File: config.mk
export PLATFORM = sky130hd
export DESIGN_NAME = uart_tx_fifo
export DESIGN_NICKNAME = d
export VERILOG_FILES = /design/src/rtl/uart_tx_fifo.sv
export SDC_FILE = /design/constraint.sdc
export NUM_CORES = 1
export LEC_CHECK = 0
export CORE_MARGIN = 2
export CORE_UTILIZATION = 60
export CTS_CLUSTER_SIZE = 12
export DETAILED_ROUTE_END_ITERATION = 10
export PLACE_DENSITY = 0.78
export SLEW_MARGIN = 20
export SYNTH_ARGS = -nofsm -noshare
export SYNTH_HDL_FRONTEND = slang
export SYNTH_SLANG_ARGS = --single-unit
export TNS_END_PERCENT = 50
File: constraint.sdc
create_clock -name clk -period 3.6 [get_ports clk]
set_clock_uncertainty 0.15 [all_clocks]
set_input_delay 0.72 -clock clk [delete_from_list [all_inputs] [get_ports clk]]
set_output_delay 0.72 -clock clk [all_outputs]
set_load 0.05 [all_outputs]
File: src/rtl/uart_tx_fifo.sv
// UART transmitter with a small input FIFO.
// Accepts words on a valid/ready stream, queues them, and serialises each as
// start + DATA_BITS (LSB first) + optional parity + STOP_BITS on an idle-high line.
module uart_tx_fifo #(
  parameter int CLK_FREQ   = 100_000_000,
  parameter int BAUD_RATE  = 9_600,
  parameter int DATA_BITS  = 8,
  parameter int PARITY     = 0,
  parameter int STOP_BITS  = 1,
  parameter int FIFO_DEPTH = 4
) (
  input  logic                 clk,
  input  logic                 rst,
  input  logic [DATA_BITS-1:0] in_data,
  input  logic                 in_valid,
  output logic                 in_ready,
  output logic                 tx,
  output logic                 busy
);

  localparam int BAUD_DIV = CLK_FREQ / BAUD_RATE;
  localparam int CNT_W    = (BAUD_DIV > 1) ? $clog2(BAUD_DIV) : 1;
  localparam int PTR_W    = $clog2(FIFO_DEPTH);

  localparam logic [2:0] S_IDLE  = 3'd0;
  localparam logic [2:0] S_START = 3'd1;
  localparam logic [2:0] S_DATA  = 3'd2;
  localparam logic [2:0] S_PAR   = 3'd3;
  localparam logic [2:0] S_STOP  = 3'd4;

  // Parity cell value: even parity is the XOR of the data bits, odd is its inverse.
  function automatic logic parity_of(input logic [DATA_BITS-1:0] d);
    parity_of = (^d) ^ (PARITY == 2);
  endfunction

  logic [DATA_BITS-1:0] mem [FIFO_DEPTH];
  logic [PTR_W-1:0]     wr_ptr;
  logic [PTR_W-1:0]     rd_ptr;
  logic [PTR_W:0]       count;
  logic                 full;
  logic                 empty;
  logic                 push;
  logic                 pop;

  logic [2:0]           state;
  logic [CNT_W-1:0]     baud_cnt;
  logic [2:0]           bit_idx;
  logic [DATA_BITS-1:0] shift;
  logic                 par_bit;
  logic                 baud_wrap;
  logic                 last_stop;

  assign full      = (count == (PTR_W+1)'(FIFO_DEPTH));
  assign empty     = (count == '0);
  assign in_ready  = !full;
  assign push      = in_valid && !full;
  assign baud_wrap = (baud_cnt == CNT_W'(BAUD_DIV - 1));
  assign last_stop = (bit_idx == 3'(STOP_BITS - 1));
  // A word leaves the FIFO when idle, or at the end of the last stop cell so
  // the next start cell follows with no idle gap.
  assign pop       = !empty && ((state == S_IDLE) ||
                                (state == S_STOP && baud_wrap && last_stop));
  assign busy      = (state != S_IDLE) || !empty;

  // FIFO storage: data only, discarded logically by the pointer reset.
  always_ff @(posedge clk) begin
    if (push) mem[wr_ptr] <= in_data;
  end

  // FIFO pointers and occupancy; simultaneous push and pop leave count unchanged.
  always_ff @(posedge clk or posedge rst) begin
    if (rst) begin
      wr_ptr <= '0;
      rd_ptr <= '0;
      count  <= '0;
    end else begin
      if (push) wr_ptr <= wr_ptr + PTR_W'(1);
      if (pop)  rd_ptr <= rd_ptr + PTR_W'(1);
      case ({push, pop})
        2'b10:   count <= count + (PTR_W+1)'(1);
        2'b01:   count <= count - (PTR_W+1)'(1);
        default: count <= count;
      endcase
    end
  end

  // Shift register and latched parity for the frame being sent.
  always_ff @(posedge clk) begin
    if (pop) begin
      shift   <= mem[rd_ptr];
      par_bit <= parity_of(mem[rd_ptr]);
    end else if (state == S_DATA && baud_wrap) begin
      shift   <= shift >> 1;
    end
  end

  // Frame sequencer; tx is registered so the line never glitches.
  always_ff @(posedge clk or posedge rst) begin
    if (rst) begin
      state    <= S_IDLE;
      baud_cnt <= '0;
      bit_idx  <= '0;
      tx       <= 1'b1;
    end else begin
      case (state)
        S_IDLE: begin
          tx <= 1'b1;
          if (!empty) begin
            state    <= S_START;
            tx       <= 1'b0;
            baud_cnt <= '0;
            bit_idx  <= '0;
          end
        end
        S_START: begin
          if (baud_wrap) begin
            baud_cnt <= '0;
            state    <= S_DATA;
            tx       <= shift[0];
          end else begin
            baud_cnt <= baud_cnt + CNT_W'(1);
          end
        end
        S_DATA: begin
          if (baud_wrap) begin
            baud_cnt <= '0;
            if (bit_idx == 3'(DATA_BITS - 1)) begin
              bit_idx <= '0;
              if (PARITY != 0) begin
                state <= S_PAR;
                tx    <= par_bit;
              end else begin
                state <= S_STOP;
                tx    <= 1'b1;
              end
            end else begin
              bit_idx <= bit_idx + 3'd1;
              tx      <= shift[1];
            end
          end else begin
            baud_cnt <= baud_cnt + CNT_W'(1);
          end
        end
        S_PAR: begin
          if (baud_wrap) begin
            baud_cnt <= '0;
            state    <= S_STOP;
            tx       <= 1'b1;
          end else begin
            baud_cnt <= baud_cnt + CNT_W'(1);
          end
        end
        S_STOP: begin
          if (baud_wrap) begin
            baud_cnt <= '0;
            if (last_stop) begin
              bit_idx <= '0;
              if (!empty) begin
                state <= S_START;
                tx    <= 1'b0;
              end else begin
                state <= S_IDLE;
                tx    <= 1'b1;
              end
            end else begin
              bit_idx <= bit_idx + 3'd1;
            end
          end else begin
            baud_cnt <= baud_cnt + CNT_W'(1);
          end
        end
        default: begin
          state <= S_IDLE;
          tx    <= 1'b1;
        end
      endcase
    end
  end

endmodule

-- After elaboration in Yosys (flattened, before gate mapping)
Memories as Yosys holds them, arrays and structs flattened.
Index checks and enable logic that the tools add are counted.
- bits of input ports: 11
- memories kept: 1
- RAM bits: 32
- word-level logic and storage cells: 84
- flip-flop bits (word level): 36
- eq/ne operators: 16
- $add $sub $neg: 6
- reductions and logical operators: 22
- muxes and demuxes: 31
- memory list (memory ; depth ; bits a word ; read ports ; clocked after Yosys merged registers in ; write ports ; line ; text):
    mem ; 4 ; 8 ; 1 ; 0 ; 1 ; 36 ; logic [DATA_BITS-1:0] mem [FIFO_DEPTH];
- operator list (operator ; number):
    2-to-1 mux 3 bit ; 12
    2-to-1 mux 14 bit ; 2
    one-hot mux 14 bit (2 select lines) ; 1
    2-to-1 mux 8 bit ; 2
    one-hot mux 3 bit (5 select lines) ; 1
    adder 14 x 1 -> 14 bit, second input constant ; 1
    equality test 14 bit, second input constant ; 1
    != test 2 bit, second input constant ; 6
    2-to-1 mux 1 bit ; 10
    equality test 3 bit, second input constant ; 3
    zero test 3 bit ; 3
    one-hot mux 3 bit (3 select lines) ; 1
    AND reduction 7 bit ; 1
    adder 3 x 1 -> 3 bit, second input constant ; 2
    equality test 3 x 2 -> 1 bit, second input constant ; 2
    one-hot mux 3 bit (2 select lines) ; 1
    nonzero test 2 bit ; 3
    nonzero test 3 bit ; 2
    logical AND 1 bit ; 5
    one-hot mux 1 bit (5 select lines) ; 1
    AND reduction 5 bit ; 1
    adder 2 x 1 -> 2 bit, second input constant ; 2
    AND reduction 4 bit ; 1
    OR reduction 4 bit ; 1
    8 further kinds ; 10

-- Logic depth before layout (Yosys ltp)
Gate-level depths: netlist of the first run.
- depth after elaboration: 7
- mapped depth: 12
- gate-level depth less buffers: 11

-- Worst setup path before layout of the first run
No wires, ideal clock.
- path type: register -> register
- start: reg count[0]
- end: reg count[2]
- library setup time: 0.079 ns
- slack: 1.015 ns
- buffers on the path: 0
- clock period less this slack: 2.585 ns
- data required time: 3.371 ns
- arrival: 2.356 ns
- cell stages (with the launch flop): 11
- path through: dfrtp_1 > inv_1 > nand3_1 > and2_1 > inv_1 > ha_1 > inv_1 > fa_1 > xor2_1 > nor2_1 > xor2_1
- word-level cells in the longest chain between the ends: 5
- elaborated cells between the ends (all ways): 12
- those cells by class: 2 x add/sub; 3 x eq/ne; 1 x mux; 6 x reduce/logical
- ends and longest elaborated chain (item ; line ; text):
    start: declaration ; 39 ; logic [PTR_W:0] count;
    start signal: assignment ; 80 ; 2'b10: count <= count + (PTR_W+1)'(1);
    start signal: assignment ; 81 ; 2'b01: count <= count - (PTR_W+1)'(1);
    start signal: assignment ; 82 ; default: count <= count;
    equality test 3 bit (*) ; 53 ; assign full = (count == (PTR_W+1)'(FIFO_DEPTH));
    zero test 1 bit (*) ; - ;
    via in_ready ; 16 ; output logic in_ready,
    logical AND 1 bit (*) ; 56 ; assign push = in_valid && !full;
    equality test 2 x 1 -> 1 bit / equality test 2 bit (equally long branches) ; 79 ; case ({push, pop})
    one-hot mux 3 bit (2 select lines) / nonzero test 2 bit (equally long branches) ; - ;
Mark *: on every way through the listed nets, which the timed path passes. The rest lies on a longest branch.
A chain may end at the register's enable or synchronous reset.

-- Final worst setup path of the first run
- start: reg state[2]
- end: out busy
- word-level cells in the longest chain between the ends: 2
- ends and longest elaborated chain (item ; line ; text):
    start: declaration ; 45 ; logic [2:0] state;
    start signal: assignment ; 100 ; state <= S_IDLE;
    start signal: assignment ; 109 ; state <= S_START;
    start signal: assignment ; 118 ; state <= S_DATA;
    nonzero test 3 bit ; 63 ; assign busy = (state != S_IDLE) || !empty;
    logical OR 1 bit ; 63 ;
    end: declaration ; 18 ; output logic busy
No other way between the ends.

==> results of run 1 <==
## logic make-up (layout without fill, tap and decap cells)
kind of cell	count (synthesis)	after routing	share of synthesized area, %
DFF	68	68	58.7
muxes	20	20	9.73
xor gates and xnor gates	9	9	2.43
and+or+nand+nor	67	67	12.6
adders and majority gates	10	10	4.09
AOI/OAI and AO/OA	46	46	9.19
buffers and inverters	26	47	3.24
## power groups by stage
stage               sequential [mW]  clock [mW]  combinational (mW)
floorplan                      1.17           0               0.692
global placement               1.24           0               0.815
detailed placement             1.24           0               0.849
CTS                            1.23       0.685               0.860
global route                   1.26       0.715               0.951
finish                         1.23       0.674               0.851
## final cells by class
type	count	area, µm²
fillers	358	1520
inverters	14	52.6
multi-input cells	152	1230
clock buffers	9	124
repair buffers	17	160
well taps	70	87.6
flip-flops and latches	68	1900
clock inverters	7	91.3
## metrics by stage
step | power [mW] | setup slack [ps]
3_3_place_gp | 2.05 | 971
3_5_place_dp | 2.09 | 911
2_1_floorplan | 1.86 | 1010
5_1_grt | 2.92 | 372
6_report | 2.75 | 555
4_1_cts | 2.77 | 550
## worst max path at each step
stage,startpoint,to,slack (ps),depth (start not counted)
2_1_floorplan,count[0],count[2],1010,10
3_3_place_gp,in_valid,count[2],970,9
3_5_place_dp,in_valid,count[2],910,9
4_1_cts,state[2],busy,550,3
5_1_grt,state[2],busy,370,3
6_report,state[2],busy,560,3
## registers in the layout, summed over array words and instances, names as in the netlist
name and flops:
mem 32, wr_ptr 2, rd_ptr 2, shift 8, baud_cnt 14, count 3, tx 1, bit_idx 3
state 3
## layer usage
layer | GRT usage (%) | routed length [µm] | vias to the layer above
li1 | - | - | 974
met1 | 32.7 | 2780 | 1018
met2 | 30.3 | 2580 | 48
met3 | 4.53 | 190 | 7
met4 | 10.2 | 89 | 0
met5 | 0 | 0 | -
## Yosys cell counts, types with 2 or more instances
cell | count | area share, %
inv_1 | 14 | 1.6
mux2_1 | 3 | 1.0
nor3b_1 | 3 | 0.69
and2_1 | 4 | 0.77
buf_2 | 6 | 0.93
and3_1 | 5 | 0.97
o31ai_1 | 3 | 0.69
nand2b_1 | 3 | 0.58
nand3_1 | 11 | 1.7
nor3_1 | 4 | 0.62
mux4_2 | 8 | 5.6
mux2_2 | 9 | 3.1
ha_1 | 9 | 3.5
or4_1 | 3 | 0.69
edfxtp_1 | 40 | 37
xnor2_1 | 3 | 0.81
and4_1 | 3 | 0.81
a31oi_1 | 11 | 2.1
nand4_1 | 4 | 0.77
a21o_1 | 3 | 0.69
nor2_1 | 7 | 0.81
dfrtp_1 | 27 | 21
nand2_1 | 11 | 1.3
o21ai_0 | 6 | 0.93
a41oi_1 | 2 | 0.54
xor2_1 | 6 | 1.6
clkbuf_1 | 5 | 0.58
a21oi_1 | 11 | 1.7
## worst min-delay path, delay by kind of cell, from the launching register on
| kind | cells | cell delay [ps] |
|---|---|---|
| buffers and inverters | 1 | 40 |
| DFF | 1 | 370 |
| AOI/OAI and AO/OA | 1 | 50 |
==> run summary, run 1 <==
Tcrit/Tclk final: 84.6%
I/O pins: 14
Logic gate share of total power: 30.9%
Hold WC Path Type: register to register
CP max stage delay: 730 ps
Crit path launch type: register
Vias in the first global route: 2000
Depth of the worst register-to-register path: 11
Antenna Cells: 0
Post-CTS setup buffer count: 0
Slowest CP cell: clkdlybuf4s50_1
Final setup viols: 0
Post-DP Area: 0.00344 mm²
Most common flop cell mapped by yosys: edfxtp_1
Fmax: 0.328 GHz
Util after Layout: 70.6%
Layout cell share with drive strength beyond 1: 15.0%
P_sw: 889 µW
Dpl hpwl: 3.80 mm
Final Routed Wirelength: 5.64 mm
Die height: 77.5 µm
Worst ir drop on vdd: 0.558 mV
Commonest non-fill, non-tap cell in the layout: edfxtp_1
Reg2Reg Launch Point: baud_cnt[0]
Int Pwr: 1.86 mW
Status: finished, final reports clean
Placed Cells: 321
Hold Crit Start: tx
Fin nets: 283
Fin area: 0.00365 mm²
WP buf/inv: 1
Bufs on Longest Clock Path: 2
FFs w/ async S/R, synth: 41.2%
Post-Syn Area: 0.00324 mm²
Die area: 0.00600 mm²
Clock share of power: 24.5%
Fin Setup TNS: 0 ps
Hold_buf cts: 0
P_leak: 1.45 nW
Site Rows: 26
Ys Warns: 0
Avg WL per Cell: 16.7 µm
R2R setup slack: 890 ps
Max_slew headroom: 47.9%
Cts bufs inserted: 9
Library cells used by synthesis: 50
Most frequent cells in the layout: edfxtp_1, dfrtp_1, inv_1
Routability congestion estimate: 0.835
Syn nets: 267
Post-CTS sizing: 0
Max cap viols: 0
Syn Area/Cell: 13.2 µm²
Gr usage total: 21.7%
Clock transition at path regs: 70 ps
Non-Filler Instances: 337
Final Max Slew Viols: 0
Crit path DAT: 2170 ps
Layout Area Growth over Synthesis: 12.7%
Critical R2R Capture: count[2]
Minimum clock period after layout: 3040 ps
CTS Sinks: 68
PortBufs: 13
Remaining Overflow, GRT: 0
Critical path, cell by cell: nor3_1 > nand2_1 > clkdlybuf4s50_1
Post-Synthesis Cells: 246
Largest net degree at the start of global routing: 29
Least-Margin Pin Slew: 781 ps
DRC: 0
Initial antenna violation count: 0
Hold depth: 2
CTS tree: built
Starting density of the core: 62.7%
Crit-path max FO: 17
Vias/cell: 6.07
Endpoints failing hold: 0
Later-pin clock latency in the skew report: 340 ps
Die X-Extent: 77.5 µm
Initial DRC Count: 181
Flops & latches, synth: 68
Sw frac: 32.3%
H-Tree Depth: 3
Number of enable flip-flop cells after synthesis: 40
Vias: 2047
Hold EP: tx
Sequential share of the synthesized area: 58.7%
Core ar.: 0.00517 mm²
Drt pass-1 iters: 4
RSZ-0062 raised after global routing: no
Hold_ws: 318 ps
Cell Pwr Density: 754 mW/mm²
Final ANT Viol Nets: 0
Critical Path Sink Type: output port
First-pass GRT wire length: 9.85 mm
Crit Path Category: register to output port
CP Data Required Time: 2730 ps
Root buffer cell: clkbuf_8
Crit-path leading delay family: buffers and inverters
Seq pwr share: 44.6%
(Power assumes the default switching activity.)
==> run 2, diff against run 1 <==
CORE_UTILIZATION = 54   (was 60)
PLACE_DENSITY = 0.74   (was 0.78)
clock period = 2.6 ns   (was 3.6 ns; I/O delays follow)
==> run 2 against run 1 <==
Compared with the run above: wire length increased by 1.7%; clock power increased by 14%; combinational power increased by 41%; die area increased by 11%.
==> run summary, run 2 (synthesis gave the netlist of run 1 again) <==
Most Frequent Cell on Critical Path: xor2_1
Regs by FF count: mem: 32 flops, baud_cnt: 14 flops, shift: 8 flops
Remaining Overflow, GRT: 0 (unchanged)
Largest net degree at the start of global routing: 29 (unchanged)
Cell Pwr Density: 984 mW/mm² (+31%)
Layout cell share with drive strength beyond 1: 19.6% (+4.6 points)
Critical Path Sink Type: register
Hold WC Path Type: register to register
Site Rows: 28 (+7.7%)
Crit-path max FO: 5 (-12)
Cts bufs inserted: 9 (unchanged)
DRC: 0 (unchanged)
Root buffer cell: clkbuf_8
Vias in the first global route: 1961 (-2.0%)
H-Tree Depth: 3 (unchanged)
Clock transition at path regs: 70 ps (about the same)
Bufs on Longest Clock Path: 2 (unchanged)
Initial DRC Count: 121 (-33%)
Crit path DAT: 2560 ps (+390 ps)
Max_slew headroom: 54.9% (+7.0 points)
I/O pins: 14 (unchanged)
CP max stage delay: 400 ps (-330 ps)
Critical path, cell by cell: ha_1 > and4b_1 > nand4_1 > a21oi_2 > ha_2 > inv_1 > fa_1 > xor2_1 > nor2_1 > xor2_1
Final setup viols: 0 (unchanged)
Die X-Extent: 81.5 µm (+5.1%)
Post-CTS sizing: 0 (unchanged)
Final Routed Wirelength: 5.74 mm (+1.7%)
Vias/cell: 5.94 (-2.3%)
Least-Margin Pin Slew: 676 ps (-106 ps)
WP buf/inv: 1 (unchanged)
Max reg flops: 32 (unchanged)
First-pass GRT wire length: 9.47 mm (-3.9%)
Core ar.: 0.00585 mm² (+13%)
Fmax: 0.410 GHz
Hold_ws: 351 ps (+33.2 ps)
Final ANT Viol Nets: 0 (unchanged)
Endpoints failing hold: 0 (unchanged)
Later-pin clock latency in the skew report: 350 ps (about the same)
Crit-path leading delay family: adder cells
Slowest CP cell: dfrtp_1
Drt pass-1 iters: 4 (unchanged)
Tcrit/Tclk final: 93.9%
Antenna Cells: 0 (unchanged)
PortBufs: 13 (unchanged)
Status: finished, final reports clean
Largest Register: mem
Final Max Slew Viols: 0 (unchanged)
Minimum clock period after layout: 2440 ps
Fin Setup TNS: 0 ps (unchanged)
Most frequent cells in the layout: edfxtp_1, dfrtp_1, inv_1, buf_4
CTS Sinks: 68 (unchanged)
Post-CTS setup buffer count: 0 (unchanged)
Util after Layout: 63.4% (-7.2 points)
Dpl hpwl: 3.83 mm (+0.83%)
CP Data Required Time: 2720 ps (about the same)
Max cap viols: 0 (unchanged)
Commonest non-fill, non-tap cell in the layout: edfxtp_1
P_leak: 1.46 nW (+1.2%)
Starting density of the core: 55.4% (-7.3 points)
Vias: 2084 (+1.8%)
Worst ir drop on vdd: 0.637 mV (+14%)
Placed Cells: 335 (+4.4%)
Crit path launch type: register
Initial antenna violation count: 0 (unchanged)
Crit Path Category: register to register
CTS tree: built
Layout Area Growth over Synthesis: 14.4%
Non-Filler Instances: 351 (+4.2%)
Hold_buf cts: 0 (unchanged)
Avg WL per Cell: 16.3 µm (-2.3%)
Fin nets: 292 (+3.2%)
Die area: 0.00664 mm² (+11%)
Routability congestion estimate: 0.849 (+1.7%)
Die height: 81.5 µm (+5.1%)
Gr usage total: 19.6% (-2.1 points)
-- run 2: changes by cell type in the layout (fill, tap and decap cells not counted), sizes merged --
cell and change:
buf +10, clkinv -4, clkinvlp +4, bufinv -2, clkdlybuf4s50 -2, inv +2, dlymetal6s2s +1
-- run 2: path summary, 6_finish.rpt --
kind,cells past startpoint,endpoint,start,slack [ps]
min in group asynchronous,3,baud_cnt[4],rst,380
max in group asynchronous,3,tx,rst,1610
hold reg to reg,2,tx,tx,350
setup reg to reg,10,count[2],baud_cnt[0],160
hold / removal,2,tx,tx,350
setup / recovery,10,count[2],baud_cnt[0],160
-- run 2: worst reg2reg max path: cells and delay by family, from the launching register on --
family                     cells  cell delay, ps
DFF                            1             400
AOI/OAI and AO/OA              1             190
and+or+nand+nor                3             490
xor gates and xnor gates       2             290
adders and majority gates      3             790
buffers and inverters          1              50
-- run 2: layout make-up --
class	count	area, µm²
Multi-Input combinational cell	152	1260
Sequential cell	68	1900
Fill cell	441	2140
Tap cell	75	93.8
Timing Repair Buffer	26	228
Inverter	14	52.6
Clock buffer	9	124
Clock inverter	7	51.3
-- run 2: metal layers --
metal	vias to the layer above	global-route usage (%)	part of all wire (%)
li1	991	-	-
met1	1039	29.1	48
met2	44	27.1	46
met3	10	6.15	4.5
met4	0	7.46	1.6
met5	-	0	0
-- run 2: power by group --
part / internal (mW) / switching, mW
Combinational: 0.571 / 0.631
Clock: 0.348 / 0.417
Sequential: 1.48 / 0.197
-- run 2: per-stage QoR --
stage	power (mW)	instance area, µm²	setup slack [ps]
2_1_floorplan	2.58	3240	15.0
3_3_place_gp	2.87	3510	110
3_5_place_dp	2.90	3510	65.1
4_1_cts	3.67	3680	30.3
5_1_grt	3.87	3710	-0.132
6_report	3.65	3710	160
==> run 3, diff against run 2 <==
SLEW_MARGIN = unset   (was 20)
==> run 3 against run 2 <==
Compared with the run above: via count increased by 1.1%; hold slack better by 0.74 ps; flip-flop and latch count stayed put; sequential share of layout area about the same; fmax about the same; register-to-register slack about the same; critical endpoint unchanged; clock-buffer cell count stayed put; wire length decreased by 0.33%; total power barely moved; die area stayed put; combinational power about the same.
==> run summary, run 3 (synthesis gave the netlist of run 1 again) <==
Placed Cells: 335 (unchanged)
Crit path DAT: 2560 ps (about the same)
Final ANT Viol Nets: 0 (unchanged)
CP Data Required Time: 2720 ps (about the same)
Drt pass-1 iters: 4 (unchanged)
Largest Register: mem
Core ar.: 0.00585 mm² (unchanged)
Worst ir drop on vdd: 0.633 mV (-0.64%)
H-Tree Depth: 3 (unchanged)
Initial DRC Count: 109 (-9.9%)
Die area: 0.00664 mm² (unchanged)
Cell Pwr Density: 984 mW/mm² (about the same)
Layout cell share with drive strength beyond 1: 19.2% (-0.36 points)
Most frequent cells in the layout: edfxtp_1, dfrtp_1, inv_1, buf_4
Crit path launch type: register
Least-Margin Pin Slew: 1100 ps (+420 ps)
Antenna Cells: 0 (unchanged)
Die X-Extent: 81.5 µm (unchanged)
Crit-path max FO: 3 (-2)
Endpoints failing hold: 0 (unchanged)
Final Max Slew Viols: 0 (unchanged)
First-pass GRT wire length: 9.47 mm (unchanged)
Post-CTS setup buffer count: 0 (unchanged)
Post-CTS sizing: 0 (unchanged)
Remaining Overflow, GRT: 0 (unchanged)
PortBufs: 13 (unchanged)
Commonest non-fill, non-tap cell in the layout: edfxtp_1
Critical Path Sink Type: register
Clock transition at path regs: 70 ps (about the same)
Root buffer cell: clkbuf_8
Fmax: 0.410 GHz (about the same)
DRC: 0 (unchanged)
Layout Area Growth over Synthesis: 14.4% (about the same)
Fin Setup TNS: 0 ps (unchanged)
CTS tree: built
Crit Path Category: register to register
Site Rows: 28 (unchanged)
Vias/cell: 6.00 (+1.1%)
Fin nets: 292 (unchanged)
Status: finished, final reports clean
Max reg flops: 32 (unchanged)
Gr usage total: 19.6% (unchanged)
Minimum clock period after layout: 2440 ps (+1.85 ps)
Hold WC Path Type: register to register
I/O pins: 14 (unchanged)
Max cap viols: 0 (unchanged)
Bufs on Longest Clock Path: 2 (unchanged)
Filler cells: 440 (-0.23%)
Post-DP Area: 0.00351 mm² (unchanged)
CTS Sinks: 68 (unchanged)
Tcrit/Tclk final: 93.9% (about the same)
Initial antenna violation count: 0 (unchanged)
Regs by FF count: mem: 32 flops, baud_cnt: 14 flops, shift: 8 flops
Total power draw: 3.65 mW (about the same)
Later-pin clock latency in the skew report: 350 ps (about the same)
P_leak: 1.46 nW (about the same)
Largest net degree at the start of global routing: 29 (unchanged)
Vias in the first global route: 1961 (unchanged)
Avg WL per Cell: 16.3 µm (-0.33%)
Cts bufs inserted: 9 (unchanged)
Non-Filler Instances: 351 (unchanged)
Pre-CTS setup slack: 65.1 ps (unchanged)
Fin area: 0.00371 mm² (about the same)
Max_slew headroom: 26.7% (-28 points)
Routability congestion estimate: 0.849 (unchanged)
Hold_ws: 352 ps (+0.738 ps)
Final Worst Setup Slack: 158 ps (-1.85 ps)
Hold_buf cts: 0 (unchanged)
Util after Layout: 63.3% (about the same)
Dpl hpwl: 3.83 mm (unchanged)
Die height: 81.5 µm (unchanged)
Final setup viols: 0 (unchanged)
Final Routed Wirelength: 5.72 mm (-0.33%)
Starting density of the core: 55.4% (unchanged)
Vias: 2107 (+1.1%)
## run 3: layout make-up
| type | instances | area [µm²] | share of cell area [%] |
|---|---|---|---|
| well taps | 75 | 93.8 | 2.53 |
| repair buffers | 26 | 228 | 6.14 |
| clock inverters | 7 | 51.3 | 1.38 |
| inverters | 14 | 52.6 | 1.42 |
| flip-flops and latches | 68 | 1900 | 51.4 |
| clock buffers | 9 | 124 | 3.34 |
| multi-input cells | 152 | 1250 | 33.8 |
## run 3: worst paths after layout
path / startpoint / endpoint / slack, ps / cells past startpoint
setup / recovery: bit_idx[1] / count[2] / 160 / 11
hold / removal: tx / tx / 350 / 2
setup reg to reg: bit_idx[1] / count[2] / 160 / 11
hold reg to reg: tx / tx / 350 / 2
max in group asynchronous: rst / tx / 1620 / 3
min in group asynchronous: rst / baud_cnt[4] / 380 / 3
## run 3: power breakdown
group	switching, mW	internal, mW	total, mW	leakage [nW]
clock network	0.417	0.348	0.765	0.0759
logic	0.633	0.570	1.20	0.652
registers	0.196	1.48	1.68	0.736
## run 3: critical path, cell delays in order (launching register included)
cell	delay [ps]
dfrtp_1	400
inv_1	60
ha_1	160
nor4bb_4	210
nand4_1	170
a21oi_2	190
ha_2	210
inv_1	50
fa_1	370
xor2_1	150
nor2_1	110
xor2_1	140
## run 3: per-layer routing
metal | GRT usage (%) | share of wire (%) | vias up
met2 | 27.1 | 45 | 51
met3 | 6.15 | 4.2 | 16
met1 | 29.1 | 49 | 1051
met5 | 0 | 0 | -
li1 | - | - | 989
met4 | 7.46 | 2.0 | 0
